==> src/rtl/keypad_pkg.sv <==
// Shared types and constants for the 4x4 keypad scanner.
// Latency: none (package only).
// Backpressure: none (package only).
package keypad_pkg;

    // Scanner FSM states.
    typedef enum logic [1:0] {
        SCAN    = 2'd0,
        CONFIRM = 2'd1,
        HELD    = 2'd2,
        RELEASE = 2'd3
    } kp_state_t;

    localparam int ROWS  = 4;
    localparam int COLS  = 4;
    localparam int KEY_W = 4;
    localparam int ROW_W = 2;
    localparam int COL_W = 2;

    // Row drive with row 0 active, and column bus with no key pressed.
    localparam logic [ROWS-1:0] ROW_RST_N  = 4'b1110;
    localparam logic [COLS-1:0] COL_IDLE_N = 4'b1111;

    // Index of the lowest column pulled low; 0 when none are low.
    function automatic logic [COL_W-1:0] first_low(input logic [COLS-1:0] v);
        first_low = '0;
        for (int i = COLS - 1; i >= 0; i--) begin
            if (!v[i]) first_low = COL_W'(i);
        end
    endfunction

    // Active-low one-cold drive for row r.
    function automatic logic [ROWS-1:0] row_drive(input logic [ROW_W-1:0] r);
        row_drive = ~(ROWS'(1) << r);
    endfunction

endpackage

==> src/rtl/scan_tick_gen.sv <==
// Free-running divider producing a one-cycle enable pulse every TICK_DIV clocks.
// Latency: tick asserted while the counter sits at TICK_DIV-1.
// Backpressure: none; the pulse train never stalls.
// Ports: ck (clock), rst_n (async active-low reset), tick (enable pulse out).
module scan_tick_gen #(
    parameter int TICK_DIV = 131072
) (
    input  logic ck,
    input  logic rst_n,
    output logic tick
);

    localparam int CW = (TICK_DIV > 2) ? $clog2(TICK_DIV) : 1;

    logic [CW-1:0] div_cnt;

    assign tick = (div_cnt == CW'(TICK_DIV - 1));

    always_ff @(posedge ck or negedge rst_n) begin
        if (!rst_n) begin
            div_cnt <= '0;
        end else if (tick) begin
            div_cnt <= '0;
        end else begin
            div_cnt <= div_cnt + CW'(1);
        end
    end

endmodule

==> src/rtl/keypad_scan_ctrl.sv <==
// 4x4 matrix keypad scanner with press/release debounce and valid/ack key output.
// Latency: key_valid rises one clock after the tick that completes DEBOUNCE_SCANS matching scans.
// Backpressure: a key accepted while key_valid is unconsumed is dropped and flags sticky overrun.
// Ports: ck, rst_n (async active-low); col_n (async active-low columns in);
//        row_n (active-low row drive); key_code/key_valid/key_ack (key handshake);
//        key_down (key still held); overrun (sticky lost-key flag).
module keypad_scan_ctrl
    import keypad_pkg::*;
#(
    parameter int TICK_DIV       = 131072,
    parameter int DEBOUNCE_SCANS = 4
) (
    input  logic             ck,
    input  logic             rst_n,
    input  logic [COLS-1:0]  col_n,
    output logic [ROWS-1:0]  row_n,
    output logic [KEY_W-1:0] key_code,
    output logic             key_valid,
    input  logic             key_ack,
    output logic             key_down,
    output logic             overrun
);

    localparam int CW = $clog2(DEBOUNCE_SCANS + 1);

    logic             tick;
    logic [COLS-1:0]  col_m;
    logic [COLS-1:0]  col_s;
    logic             any_pressed;
    logic [COL_W-1:0] win_col;

    kp_state_t        state;
    kp_state_t        state_nxt;
    logic [ROW_W-1:0] row_idx;
    logic [ROW_W-1:0] row_idx_nxt;
    logic [COL_W-1:0] col_idx;
    logic [COL_W-1:0] col_idx_nxt;
    logic [CW-1:0]    db_cnt;
    logic [CW-1:0]    db_cnt_nxt;
    logic [CW-1:0]    db_cnt_inc;
    logic             accept;
    logic [ROWS-1:0]  row_n_nxt;
    logic             key_down_nxt;

    scan_tick_gen #(
        .TICK_DIV (TICK_DIV)
    ) u_tick (
        .ck    (ck),
        .rst_n (rst_n),
        .tick  (tick)
    );

    // Columns are asynchronous to ck; two flops before any decision uses them.
    always_ff @(posedge ck or negedge rst_n) begin
        if (!rst_n) begin
            col_m <= COL_IDLE_N;
            col_s <= COL_IDLE_N;
        end else begin
            col_m <= col_n;
            col_s <= col_m;
        end
    end

    assign any_pressed = (col_s != COL_IDLE_N);
    assign win_col     = first_low(col_s);
    assign db_cnt_inc  = db_cnt + CW'(1);

    // State register.
    always_ff @(posedge ck or negedge rst_n) begin
        if (!rst_n) begin
            state    <= SCAN;
            row_idx  <= '0;
            col_idx  <= '0;
            db_cnt   <= '0;
            row_n    <= ROW_RST_N;
            key_down <= 1'b0;
        end else begin
            state    <= state_nxt;
            row_idx  <= row_idx_nxt;
            col_idx  <= col_idx_nxt;
            db_cnt   <= db_cnt_nxt;
            row_n    <= row_n_nxt;
            key_down <= key_down_nxt;
        end
    end

    // Next-state logic; the FSM only moves on scan ticks.
    always_comb begin
        state_nxt   = state;
        row_idx_nxt = row_idx;
        col_idx_nxt = col_idx;
        db_cnt_nxt  = db_cnt;
        accept      = 1'b0;
        if (tick) begin
            unique case (state)
                SCAN: begin
                    if (any_pressed) begin
                        col_idx_nxt = win_col;
                        db_cnt_nxt  = CW'(1);
                        state_nxt   = CONFIRM;
                    end else begin
                        row_idx_nxt = row_idx + ROW_W'(1);
                    end
                end
                CONFIRM: begin
                    // A different winning column counts as a bounce, not a new key.
                    if (any_pressed && (win_col == col_idx)) begin
                        db_cnt_nxt = db_cnt_inc;
                        if (db_cnt_inc == CW'(DEBOUNCE_SCANS)) begin
                            accept    = 1'b1;
                            state_nxt = HELD;
                        end
                    end else begin
                        state_nxt   = SCAN;
                        row_idx_nxt = row_idx + ROW_W'(1);
                    end
                end
                HELD: begin
                    if (!any_pressed) begin
                        db_cnt_nxt = CW'(1);
                        state_nxt  = RELEASE;
                    end
                end
                RELEASE: begin
                    if (any_pressed) begin
                        state_nxt = HELD;
                    end else begin
                        db_cnt_nxt = db_cnt_inc;
                        if (db_cnt_inc == CW'(DEBOUNCE_SCANS)) begin
                            state_nxt   = SCAN;
                            row_idx_nxt = row_idx + ROW_W'(1);
                        end
                    end
                end
                default: begin
                    state_nxt = SCAN;
                end
            endcase
        end
    end

    // Registered outputs follow the next state so they change with it.
    always_comb begin
        row_n_nxt    = row_drive(row_idx_nxt);
        key_down_nxt = (state_nxt == HELD) || (state_nxt == RELEASE);
    end

    // Key handshake runs every clock. An ack retires the current key; an accept
    // in the same cycle then reloads, so the consumer never sees a gap.
    always_ff @(posedge ck or negedge rst_n) begin
        if (!rst_n) begin
            key_code  <= '0;
            key_valid <= 1'b0;
            overrun   <= 1'b0;
        end else begin
            if (key_valid && key_ack) begin
                key_valid <= 1'b0;
                overrun   <= 1'b0;
            end
            if (accept) begin
                if (!key_valid || key_ack) begin
                    key_code  <= {row_idx, col_idx};
                    key_valid <= 1'b1;
                end else begin
                    overrun <= 1'b1;
                end
            end
        end
    end

endmodule

==> config.mk <==
export PLATFORM = sky130hd
export DESIGN_NAME = keypad_scan_ctrl
export DESIGN_NICKNAME = d
export VERILOG_FILES = /design/src/rtl/keypad_pkg.sv /design/src/rtl/scan_tick_gen.sv /design/src/rtl/keypad_scan_ctrl.sv
export SDC_FILE = /design/constraint.sdc
export NUM_CORES = 1
export LEC_CHECK = 0
export BUFFER_PORTS_ARGS = -buffer_cell sky130_fd_sc_hd__buf_2
export CAP_MARGIN = 20
export CORE_ASPECT_RATIO = 1.5
export CORE_MARGIN = 2
export CORE_UTILIZATION = 40
export DETAILED_ROUTE_END_ITERATION = 8
export PLACE_DENSITY = 0.66
export SKIP_LAST_GASP = 1
export SLEW_MARGIN = 0
export SYNTH_ARGS = -nofsm -noshare
export SYNTH_HDL_FRONTEND = slang
export SYNTH_SLANG_ARGS = --single-unit
export TNS_END_PERCENT = 5
==> constraint.sdc <==
create_clock -name ck -period 8.2 [get_ports ck]
set_input_delay 0.41 -clock ck [delete_from_list [all_inputs] [get_ports ck]]
set_output_delay 0.41 -clock ck [all_outputs]
set_load 0.005 [all_outputs]
Word level (Yosys, flattened, before mapping)
Index checks and enable logic that the tools add are counted.
{ "totals": {"ff_bits": 45, "wordCells": 73, "inputBits": 7} }
{ "classes": {"bitwise": 1, "n_eq_ne": 13, "add_sub_neg": 3, "mux": 34, "shifts": 1, "n_reduce_logical": 9} }
{ "ops": {"columns": ["operator", "count"], "rows": [
  ["$mux 2", 16],
  ["$add 17x1->17 const B", 1],
  ["$eq 17x17->1 const B", 1],
  ["$mux 17", 1],
  ["$mux 3", 4],
  ["$pmux 3 s4", 1],
  ["$mux 1", 10],
  ["$eq 2x2->1 const B", 4],
  ["$ne 2x2->1 const B", 4],
  ["$pmux 2 s4", 1],
  ["$pmux 2 s3", 1],
  ["$reduce_and 5->1", 1],
  ["$ne 4x4->1 const B", 1],
  ["$not 4->4", 1],
  ["$shl 1x2->4 const A", 1],
  ["$add 3x1->3 const B", 1],
  ["$eq 3x3->1 const B", 1],
  ["$reduce_and 3->1", 1],
  ["$add 2x1->2 const B", 1],
  ["$eq 2x1->1 const B", 1],
  ["$eq 2x2->1", 1],
  ["$logic_and 1x1->1", 2],
  ["$logic_not 2->1", 1],
  ["$logic_or 1x1->1", 2],
  ["other kinds (2)", 2]
]} }

Longest topological paths before layout
Gate-level depths: netlist of run 1.
{ "depth": {"ltp_word": 11, "ltp_mapped": 11} }

Modules after synthesis
From an unflattened synthesis of run 1, not the netlist that was laid out.
{ "hier_totals": {"hier_cells": 185, "hier_area_um2": 2079.5} }
{ "by_module_without_submodules": {"columns": ["module", "area_per_inst_um2", "cells_each", "instances"], "rows": [
  ["keypad_scan_ctrl", 1214.9, 102, 1],
  ["scan_tick_gen", 864.6, 83, 1]
]} }

Worst setup path after synthesis of run 1
OpenSTA, ideal clock, no wires.
{ "synth_timing": {"kind": "register to register", "startpoint": "register u_tick.div_cnt[0]", "endpoint": "register db_cnt[0]", "stages_incl_launch_ff": 11, "setup_ps": 127, "synth_period_minus_slack_ps": 2692, "t_required_ps": 8073, "path_buffers": 1, "setup_slack_ps": 5508, "arrival_ps": 2565, "cell_sequence": "dfrtp_1 > ha_1 > and3_1 > nand4_1 > nor4_1 > ha_1 > nor2b_4 > or3b_1 > buf_2 > nand3_2 > mux2_1"} }
{ "synth_via": {"elab_chain_len": 2} }
{ "synth_lines": {"columns": ["element", "line_no", "rtl"], "rows": [
  ["start, declared", "scan_tick_gen.sv:15", "logic [CW-1:0] div_cnt;"],
  ["start signal, assigned", "scan_tick_gen.sv:25", "div_cnt <= div_cnt + CW'(1);"],
  ["$eq 17x17->1", "scan_tick_gen.sv:17", "assign tick = (div_cnt == CW'(TICK_DIV - 1));"],
  ["$reduce_and 5->1 (no source line)", null, null],
  ["end signal, assigned", "keypad_scan_ctrl.sv:81", "db_cnt <= db_cnt_nxt;"],
  ["end, declared", "keypad_scan_ctrl.sv:38", "logic [CW-1:0] db_cnt;"]
]} }
No other way between the ends.
A chain may end at the register's enable or synchronous reset.

Final worst setup path of run 1
Same ends and word-level chain as after synthesis.

==> results of run 1 <==
cells by family (layout without fill, tap and decap cells):
family	after synthesis	count (layout)	share of synthesized area (%)
and+or+nand+nor	68	68	19.8
DFF	45	45	55.3
AOI/OAI and AO/OA	20	20	7.83
xor gates and xnor gates	16	16	6.80
buffers and inverters	15	35	3.22
muxes	9	9	4.67
adders and majority gates	4	4	2.43
worst max-delay path: stages, from the launching register on:
cell	delay, ns
dfrtp_1	0.39
ha_1	0.19
and3_1	0.22
nand4_1	0.25
nor4_1	0.33
ha_1	0.75
nor2b_4	0.36
or3b_1	0.47
nand3_2	0.15
mux2_1	0.32
cell usage in the layout, fill, tap and decap left out, types with 2 or more instances in the layout:
master    count
dfrtp_1      34
nor2_1       18
buf_2        17
xnor2_1      12
nand2_1      11
dfstp_2      11
inv_1        10
nand3_1       9
clkbuf_8      6
o21ai_0       4
xor2_1        4
mux2i_1       4
ha_1          4
and3_1        3
or3_1         3
nor3_2        3
nor2b_1       3
mux2_1        3
nand4_1       2
a21oi_1       2
o21ai_1       2
o211ai_1      2
mux2_2        2
registers in the layout, summed over array words and instances (netlist names):
register / count
state: 2
col_m: 4
col_idx: 2
db_cnt: 3
overrun: 1
row_n: 4
key_down: 1
row_idx: 2
u_tick.div_cnt: 17
key_code: 4
key_valid: 1
col_s: 4
worst paths after layout:
path,from,to,slack (ns),depth (start not counted)
min in group asynchronous,rst_n,u_tick.div_cnt[14],0.26,1
worst max-delay path,u_tick.div_cnt[0],db_cnt[0],4.66,9
worst min-delay path,col_n[2],col_m[2],0.20,1
worst min register to register,col_m[0],col_s[0],0.36,0
worst max register to register,u_tick.div_cnt[0],db_cnt[0],4.66,9
max in group asynchronous,rst_n,col_idx[0],7.33,1
metal layers:
metal	track usage (%)	share of wire, %
met3	3.19	3.3
met2	24.3	52
met5	0	0
met4	5.74	1.7
met1	15.5	43
through the flow:
step / hold WS [ns] / std cells
2_1_floorplan: 0.114 / 177
3_3_place_gp: 0.346 / 257
3_5_place_dp: 0.347 / 257
4_1_cts: 0.194 / 265
5_1_grt: 0.187 / 265
6_report: 0.204 / 265
area by class of cell:
cell class | instances | area share, %
clock buffer | 6 | 3.55
sequential | 45 | 49.1
timing repair buffer | 17 | 3.66
multi-input combinational | 117 | 36.8
clock inverter | 2 | 1.62
tap | 68 | 3.66
inverter | 10 | 1.62
report_power, final:
part,total [mW],switching [mW],internal (mW)
clock,0.173,0.0741,0.0990
combinational,0.00972,0.00653,0.00319
sequential,0.228,0.00178,0.226
total,0.411,0.0825,0.328
==> metrics.md, run 1 <==
| Metric | Value |
|---|---|
| Number of CTS-inserted buffers | `5` |
| Pre-CTS setup slack | `4.62 ns` |
| RSZ-0062 raised after global routing | `no` |
| Final Slew Violations | `0` |
| Syn nets | `188` |
| Number of buffers added on ports | `17` |
| Reg area | `0.00114 mm^2` |
| Die Width | `62.6 um` |
| Initial antenna violation count | `0` |
| First DRT Iteration DRCs | `20` |
| Starting Density | `40.9%` |
| Largest net degree at the start of global routing | `46` |
| Worst-Skew Late Latency | `0.30 ns` |
| Nets | `207` |
| Ys Warns | `0` |
| Setup TNS Final | `0 ns` |
| Die height | `91.9 um` |
| Endpoints failing setup | `0` |
| DR DRC count | `0` |
| Clk pin slew, worst setup/hold paths | `0.08 ns` |
| Critical Path End Type | `flop` |
| Post-DRT Antenna Nets | `0` |
| GP Congestion | `0.791` |
| Cell Area, Synth | `0.00206 mm^2` |
| Via count | `1320` |
| DR pass1 iterations | `5` |
| Post-synthesis sequential area ratio | `55.3%` |
| Global Route Usage Sum | `13.6%` |
| Arrival time worst endpoint | `3.73 ns` |
| Routed vias/inst | `4.98` |
| Maxcap violations | `0` |
| Avg WL per Cell | `12.9 um` |
| Post-Syn Area per Cell | `11.6 um^2` |
| Share of layout cells above drive strength 1 | `26.9%` |
| Largest area contributor in the netlist | `dfrtp_1` |
| H-Tree Depth | `2` |
| Fin crit period | `3.54 ns` |
| Critical path class | `reg2reg` |
| Fill cells | `482` |
| Std cell rows | `32` |
| Startpoint types | `flop` |
| Fmax | `0.282 GHz` |
| Post-route core utilization | `46.1%` |
| P per Cell Area | `177 mW/mm^2` |
| Top post-synthesis cells by area | `dfrtp_1 41%, dfstp_2 14%, xnor2_1 5.1%, nor2_1 3.3%, ha_1 2.4%` |
| Cell variety after synth | `51` |
| Final period util | `43.2%` |
| Final non-filler cell area | `0.00232 mm^2` |
| Worst slew pin tran | `0.968 ns` |
| Resized cells post-CTS | `0` |
| Core area | `0.00504 mm^2` |
| Post-Route WL | `3.41 mm` |
| Longest Clk Path Bufs | `2` |
| Ports | `18` |
| Most numerous cell in the Yosys netlist | `dfrtp_1` |
| Vias in the first global route | `1381` |
| Clk root buf | `clkbuf_8` |
| FFs w/ async S/R, synth | `100%` |
| HP Class | `in2reg` |
| Cell Area, Placed | `0.00220 mm^2` |
| Worst Skew | `0.00619 ns` |
| Worst rel slew slack | `35.5%` |
| Dominant synthesized flop cell | `dfrtp_1` |
| Area of the multi-input gates | `856 um^2` |
| Synth Instances | `177` |
| Status | `completed` |
| Antenna Cells | `0` |
| Tot Pwr | `411 uW` |
| Die ar. | `0.00576 mm^2` |
| Top-area cell type share of the netlist area | `41.3%` |
| TritonCTS clock tree | `done` |
| Yosys reg bits | `45` |
| Number of buffers added for setup after CTS | `0` |
| Post-synth EDFFs | `0` |
| Area growth syn-to-layout | `12.7%` |
| Remaining global-route overflow | `0` |
| Maximum vdd drop | `0.128 mV` |
| CP Max Fanout | `22` |
| Hpwl dp | `2.40 mm` |
| CTS Hold Bufs | `0` |
| Leakage | `1.06 nW` |
| Worst EP required | `8.38 ns` |
| Commonest cells post-synth | `34 x dfrtp_1, 18 x nor2_1, 12 x xnor2_1` |
| Final setup margin | `4.66 ns` |
| First-pass GRT wire length | `6.20 mm` |
| Final Hold Fails | `0` |
| Clock Sinks | `45` |
Power figures use the tool's default switching activity.
==> run 2: changes to the inputs <==
==> constraint.sdc (replaced) <==
create_clock -name ck -period 3.4 [get_ports ck]
set_input_delay 0.17 -clock ck [delete_from_list [all_inputs] [get_ports ck]]
set_output_delay 0.17 -clock ck [all_outputs]
set_load 0.005 [all_outputs]
==> metrics.md, run 2 (synthesis gave the netlist of run 1 again) <==
| Metric | Value |
|---|---|
| Antenna Cells | `0 (unchanged)` |
| Resized cells post-CTS | `0 (unchanged)` |
| Number of buffers added on ports | `17 (unchanged)` |
| Post-Route WL | `3.40 mm (was 3.41 mm)` |
| Final Slew Violations | `0 (unchanged)` |
| TritonCTS clock tree | `done (unchanged)` |
| P per Cell Area | `408 mW/mm^2 (was 177 mW/mm^2)` |
| CTS Hold Bufs | `4 (was 0)` |
| Vias in the first global route | `1349 (was 1381)` |
| Startpoint types | `flop (unchanged)` |
| Number of CTS-inserted buffers | `5 (unchanged)` |
| Maximum vdd drop | `0.316 mV (was 0.128 mV)` |
| Fill cells | `504 (was 482)` |
| Leakage | `1.09 nW (was 1.06 nW)` |
| H-Tree Depth | `2 (unchanged)` |
| Std cell rows | `32 (unchanged)` |
| Post-route core utilization | `47.5% (was 46.1%)` |
| Routed vias/inst | `4.94 (was 4.98)` |
| Die height | `91.9 um (unchanged)` |
| Most frequent cells in the layout | `34 x dfrtp_1, 18 x nor2_1, 17 x buf_2, 12 x xnor2_1 (unchanged)` |
| Critical-path top delay cell | `or3b_1 (was ha_1)` |
| DR pass1 iterations | `5 (unchanged)` |
| Worst-Skew Late Latency | `0.29 ns (was 0.30 ns)` |
| Largest net degree at the start of global routing | `46 (unchanged)` |
| Critical path class | `reg2reg (unchanged)` |
| Die Width | `62.6 um (unchanged)` |
| CP Max Fanout | `7 (was 22)` |
| Worst slew pin tran | `0.535 ns (was 0.968 ns)` |
| Endpoints failing setup | `0 (unchanged)` |
| Global Route Usage Sum | `13.2% (was 13.6%)` |
| Status | `completed (unchanged)` |
| Clk pin slew, worst setup/hold paths | `0.08 ns (about the same)` |
| DR DRC count | `0 (unchanged)` |
| Starting Density | `40.9% (unchanged)` |
| Final period util | `85.9% (was 43.2%)` |
| Area growth syn-to-layout | `16.2% (was 12.7%)` |
| GP Congestion | `0.816 (was 0.791)` |
| CP max stage delay | `0.47 ns (was 0.75 ns)` |
| Setup TNS Final | `0 ns (unchanged)` |
| Nets | `214 (was 207)` |
| Post-DRT Antenna Nets | `0 (unchanged)` |
| Core area | `0.00504 mm^2 (unchanged)` |
| Fmax | `0.342 GHz (was 0.282 GHz)` |
| Ports | `18 (unchanged)` |
| First DRT Iteration DRCs | `37 (was 20)` |
| Worst EP required | `3.58 ns (was 8.38 ns)` |
| RSZ-0062 raised after global routing | `no (unchanged)` |
| Die ar. | `0.00576 mm^2 (unchanged)` |
| Clk root buf | `clkbuf_8 (unchanged)` |
| Via count | `1344 (was 1320)` |
| Number of buffers added for setup after CTS | `0 (unchanged)` |
| Critical Path End Type | `flop (unchanged)` |
| HP Class | `in2reg (unchanged)` |
| Hpwl dp | `2.32 mm (was 2.40 mm)` |
| Largest Register | `u_tick.div_cnt (unchanged)` |
| Final Hold Fails | `0 (unchanged)` |
| Worst rel slew slack | `64.0% (was 35.5%)` |
| Worst Skew | `0.00707 ns (was 0.00619 ns)` |
| Initial antenna violation count | `0 (unchanged)` |
| Longest Clk Path Bufs | `2 (unchanged)` |
| Crit path top cell by count | `ha_1 (unchanged)` |
| Cell Chain, Critical Path | `ha_1 > and3_1 > nand4_1 > nor4_1 > ha_1 > nor2b_4 > or3b_1 > nand3_2 > mux2_1 (unchanged)` |
| Share of layout cells above drive strength 1 | `27.0% (was 26.9%)` |
| Arrival time worst endpoint | `3.10 ns (was 3.73 ns)` |
| Most common cell after layout, fill and taps aside | `dfrtp_1 (unchanged)` |
| Maxcap violations | `0 (unchanged)` |
| Fin crit period | `2.92 ns (was 3.54 ns)` |
| Avg WL per Cell | `12.5 um (was 12.9 um)` |
| Largest register FFs | `17 (unchanged)` |
| First-pass GRT wire length | `6.10 mm (was 6.20 mm)` |
| Remaining global-route overflow | `0 (unchanged)` |
| Clock Sinks | `45 (unchanged)` |
[run 2: worst paths after layout]
kind | from | endpoint | slack [ns] | cells past startpoint
max | u_tick.div_cnt[0] | db_cnt[0] | 0.48 | 9
min | key_ack | overrun | 0.08 | 2
max reg2reg | u_tick.div_cnt[0] | db_cnt[0] | 0.48 | 9
min reg2reg | col_m[1] | col_s[1] | 0.35 | 0
max in group asynchronous | rst_n | col_m[0] | 2.67 | 3
min in group asynchronous | rst_n | key_code[2] | 0.22 | 2
[run 2: layer usage]
metal	global-route usage (%)	vias to the layer above	part of all wire, %
met5	0	-	0
met4	5.37	0	2.1
met3	2.70	6	2.6
met2	23.9	25	52
met1	15.1	658	43
li1	-	655	-
[run 2: power breakdown]
group | internal [mW] | switching [mW]
logic | 0.0138 | 0.0169
clock network | 0.220 | 0.179
registers | 0.545 | 0.00416
total | 0.778 | 0.200
[run 2: layout make-up]
| cell class | instances | area [um^2] | share of cell area, % |
|---|---|---|---|
| clock buffer | 5 | 68.8 | 2.87 |
| clock inverter | 3 | 46.3 | 1.93 |
| inverter | 10 | 37.5 | 1.57 |
| multi-input combinational | 117 | 856 | 35.7 |
| sequential | 45 | 1140 | 47.6 |
| tap | 68 | 85.1 | 3.55 |
| timing repair buffer | 24 | 163 | 6.79 |
[run 2: critical path, delay by kind of cell, from the launching register on]
kind / cells / cell delay (ns)
adders and majority gates: 2 / 0.41
muxes: 1 / 0.32
and+or+nand+nor: 6 / 1.68
DFF: 1 / 0.39
[run 2: through the flow]
stage                     hold slack (ns)  cells  power (mW)  instance area, um^2  setup slack, ns
after floorplan                    -0.126    177       0.566                 2060            0.708
after global placement              0.277    258       0.583                 2210            0.607
after detailed placement            0.277    258       0.583                 2210            0.474
after CTS                          0.0513    270       0.994                 2370            0.469
after global routing               0.0870    272        1.03                 2400            0.259
final                              0.0750    272       0.978                 2400            0.478
==> run 3: changes to the inputs <==
--- a/config.mk
+++ b/config.mk
@@ -5,12 +5,14 @@
 export SDC_FILE = /design/constraint.sdc
 export NUM_CORES = 1
 export LEC_CHECK = 0
-export BUFFER_PORTS_ARGS = -buffer_cell sky130_fd_sc_hd__buf_2
+export ABC_AREA = 1
+export BUFFER_PORTS_ARGS = -buffer_cell sky130_fd_sc_hd__buf_4
 export CAP_MARGIN = 20
 export CORE_ASPECT_RATIO = 1.5
 export CORE_MARGIN = 2
 export CORE_UTILIZATION = 40
 export DETAILED_ROUTE_END_ITERATION = 8
+export GPL_TIMING_DRIVEN = 0
 export PLACE_DENSITY = 0.66
 export SKIP_LAST_GASP = 1
 export SLEW_MARGIN = 0
==> metrics.md, run 3 <==
| Metric | Value |
|---|---|
| Routed vias/inst | `4.84 (was 4.94)` |
| Worst reg2reg path depth | `14 (was 9)` |
| H-Tree Depth | `2 (unchanged)` |
| Minimum hold slack | `0.146 ns (was 0.0750 ns)` |
| Core area | `0.00516 mm^2 (was 0.00504 mm^2)` |
| Clk root buf | `clkbuf_8 (unchanged)` |
| Final Slew Violations | `0 (unchanged)` |
| Initial antenna violation count | `0 (unchanged)` |
| Die height | `93.6 um (was 91.9 um)` |
| Status | `completed (unchanged)` |
| FFs w/ async S/R, synth | `100% (unchanged)` |
| Post-synthesis sequential area ratio | `53.2% (was 55.3%)` |
| Via count | `1587 (was 1344)` |
| Largest area contributor in the netlist | `dfrtp_1 (unchanged)` |
| Hold Path Depth | `4 (was 2)` |
| Ports | `18 (unchanged)` |
| HP Class | `in2reg (unchanged)` |
| Fin crit period | `2.72 ns (was 2.92 ns)` |
| Setup TNS Final | `0 ns (unchanged)` |
| Synth Instances | `230 (was 177)` |
| Post-Route WL | `3.80 mm (was 3.40 mm)` |
| Leakage | `1.13 nW (was 1.09 nW)` |
| Post-Syn Area per Cell | `9.31 um^2 (was 11.6 um^2)` |
| Starting Density | `41.4% (was 40.9%)` |
| Yosys reg bits | `45 (unchanged)` |
| RSZ-0062 raised after global routing | `no (unchanged)` |
| Final Hold Fails | `0 (unchanged)` |
| Share of layout cells above drive strength 1 | `26.2% (was 27.0%)` |
| Largest net degree at the start of global routing | `46 (unchanged)` |
| Resized cells post-CTS | `0 (unchanged)` |
| Avg WL per Cell | `11.6 um (was 12.5 um)` |
| Critical Path End Type | `flop (unchanged)` |
| Post-route core utilization | `48.9% (was 47.5%)` |
| Largest Register | `u_tick.div_cnt (unchanged)` |
| Worst slew pin tran | `0.549 ns (was 0.535 ns)` |
| Die ar. | `0.00597 mm^2 (was 0.00576 mm^2)` |
| Longest Clk Path Bufs | `2 (unchanged)` |
| Clock Sinks | `45 (unchanged)` |
| Antenna Cells | `0 (unchanged)` |
| Std cell rows | `32 (unchanged)` |
| Nets | `270 (was 214)` |
| Critical path class | `reg2reg (unchanged)` |
| First DRT Iteration DRCs | `32 (was 37)` |
| Worst rel slew slack | `63.4% (was 64.0%)` |
| Number of buffers added on ports | `17 (unchanged)` |
| Post-DRT Antenna Nets | `0 (unchanged)` |
| P per Cell Area | `395 mW/mm^2 (was 408 mW/mm^2)` |
| Top post-synthesis cells by area | `dfrtp_1 40%, dfstp_2 14%, nand2_1 9.3%, inv_1 4.2%, o21ai_0 3.5% (was dfrtp_1 41%, dfstp_2 14%, xnor2_1 5.1%, nor2_1 3.3%, ha_1 2.4%)` |
| TritonCTS clock tree | `done (unchanged)` |
| Arrival time worst endpoint | `2.90 ns (was 3.10 ns)` |
| DR pass1 iterations | `4 (was 5)` |
| Dominant synthesized flop cell | `dfrtp_1 (unchanged)` |
| Top-area cell type share of the netlist area | `39.7% (was 41.3%)` |
| CP Max Fanout | `8 (was 7)` |
| Largest register FFs | `17 (unchanged)` |
| Maxcap violations | `0 (unchanged)` |
| Commonest cells post-synth | `53 x nand2_1, 34 x dfrtp_1, 24 x inv_1 (was 34 x dfrtp_1, 18 x nor2_1, 12 x xnor2_1)` |
| Most frequent cells in the layout | `53 x nand2_1, 34 x dfrtp_1, 24 x inv_1, 17 x buf_4, 15 x o21ai_0 (was 34 x dfrtp_1, 18 x nor2_1, 17 x buf_2, 12 x xnor2_1)` |
| Post-synth EDFFs | `0 (unchanged)` |
| Most common cell after layout, fill and taps aside | `nand2_1 (was dfrtp_1)` |
| Cell variety after synth | `32 (was 51)` |
| Die Width | `63.7 um (was 62.6 um)` |
| Area growth syn-to-layout | `17.9% (was 16.2%)` |
| Vias in the first global route | `1541 (was 1349)` |
| Cell Area, Synth | `0.00214 mm^2 (was 0.00206 mm^2)` |
| Clk pin slew, worst setup/hold paths | `0.09 ns (was 0.08 ns)` |
| Worst EP required | `3.58 ns (about the same)` |
| Hpwl dp | `2.73 mm (was 2.32 mm)` |
| Remaining global-route overflow | `0 (unchanged)` |
| Worst-Skew Late Latency | `0.30 ns (was 0.29 ns)` |
| Endpoints failing setup | `0 (unchanged)` |
| Startpoint types | `flop (unchanged)` |
| Syn nets | `241 (was 188)` |
| Most numerous cell in the Yosys netlist | `nand2_1 (was dfrtp_1)` |
| First-pass GRT wire length | `6.77 mm (was 6.10 mm)` |
| DR DRC count | `0 (unchanged)` |
| Final period util | `79.9% (was 85.9%)` |
| Worst Skew | `0.00670 ns (was 0.00707 ns)` |
| Ys Warns | `0 (unchanged)` |
| Maximum vdd drop | `0.283 mV (was 0.316 mV)` |
| Fill cells | `497 (was 504)` |
| Number of CTS-inserted buffers | `5 (unchanged)` |
| Number of buffers added for setup after CTS | `0 (unchanged)` |
| Global Route Usage Sum | `14.7% (was 13.2%)` |
| Fmax | `0.368 GHz (was 0.342 GHz)` |
| GP Congestion | `0.811 (was 0.816)` |
run 3: changes by cell type in the layout (fill, tap and decap cells not counted), moves of 6 or more:
cell	delta
a21oi_1	+10
buf_2	-17
buf_4	+16
inv_1	+14
nand2_1	+42
nand2_2	+7
o21ai_0	+11
o21ai_1	+6
xnor2_1	-12
run 3: worst paths after layout:
| kind | from | to | slack [ns] |
|---|---|---|---|
| max | u_tick.div_cnt[0] | key_code[2] | 0.68 |
| min | key_ack | overrun | 0.15 |
| max reg2reg | u_tick.div_cnt[0] | key_code[2] | 0.68 |
| min reg2reg | col_m[2] | col_s[2] | 0.36 |
| max in group asynchronous | rst_n | col_s[2] | 2.62 |
| min in group asynchronous | rst_n | row_idx[1] | 0.39 |
run 3: routing by layer:
layer / vias up / track usage, % / part of all wire [%]
met2: 24 / 26.2 / 54
met4: 0 / 7.97 / 2.6
met5: - / 0 / 0
met3: 11 / 2.89 / 2.7
li1: 800 / - / -
met1: 752 / 16.2 / 41
run 3: what timing repair did:
action / 4_1_cts / 5_1_grt
hold buffers: 5 / 0
hold endpoints to repair: 38 / 0
endpoints found under the setup margin: 0 / 0
run 3: final cells by class:
type,instances,area [um^2],area share [%]
Inverter,29,109,4.31
Sequential cell,45,1140,45.2
Multi-Input combinational cell,153,872,34.6
Clock inverter,2,37.5,1.49
Timing Repair Buffer,22,178,7.04
Clock buffer,6,82.6,3.27
Buffer,3,20.0,0.793
Tap cell,68,85.1,3.37
run 3: metrics by stage:
stage | power, mW | instances | instance area (um^2) | worst slack, ns
global placement | 0.584 | 315 | 2350 | 0.771
global route | 1.04 | 328 | 2520 | 0.337
detailed placement | 0.585 | 315 | 2350 | 0.681
floorplan | 0.567 | 230 | 2140 | 1.16
CTS | 1.02 | 328 | 2520 | 0.650
finish | 0.996 | 328 | 2520 | 0.683
run 3: cell families (layout without fill, tap and decap cells):
kind of cell / Yosys count / after routing / share of synthesized area (%)
simple gates: 108 / 108 / 27.5
xor+xnor: 2 / 2 / 0.818
flops: 45 / 45 / 53.2
fa+ha+maj: 4 / 4 / 2.34
compound gates: 39 / 39 / 10.1
buf+inv: 32 / 62 / 6.02
run 3: report_power, final:
| group | internal (mW) | leakage (nW) | switching [mW] | total, mW |
|---|---|---|---|---|
| logic | 0.0115 | 0.500 | 0.0196 | 0.0311 |
| clock network | 0.239 | 0.0574 | 0.180 | 0.419 |
| registers | 0.544 | 0.576 | 0.00295 | 0.547 |
| total | 0.794 | 1.13 | 0.202 | 0.996 |
run 3: critical path, cell delays in order, from the launching register on:
cell      delay (ns)
dfrtp_1         0.41
ha_1            0.18
nand2_1         0.06
inv_1           0.07
nand2_1         0.12
nor3_4          0.21
nand4_1         0.20
nor4_1          0.25
ha_1            0.20
clkbuf_2        0.20
inv_1           0.16
nor2_1          0.25
nand3_4         0.15
nand2_1         0.08
o21ai_1         0.06
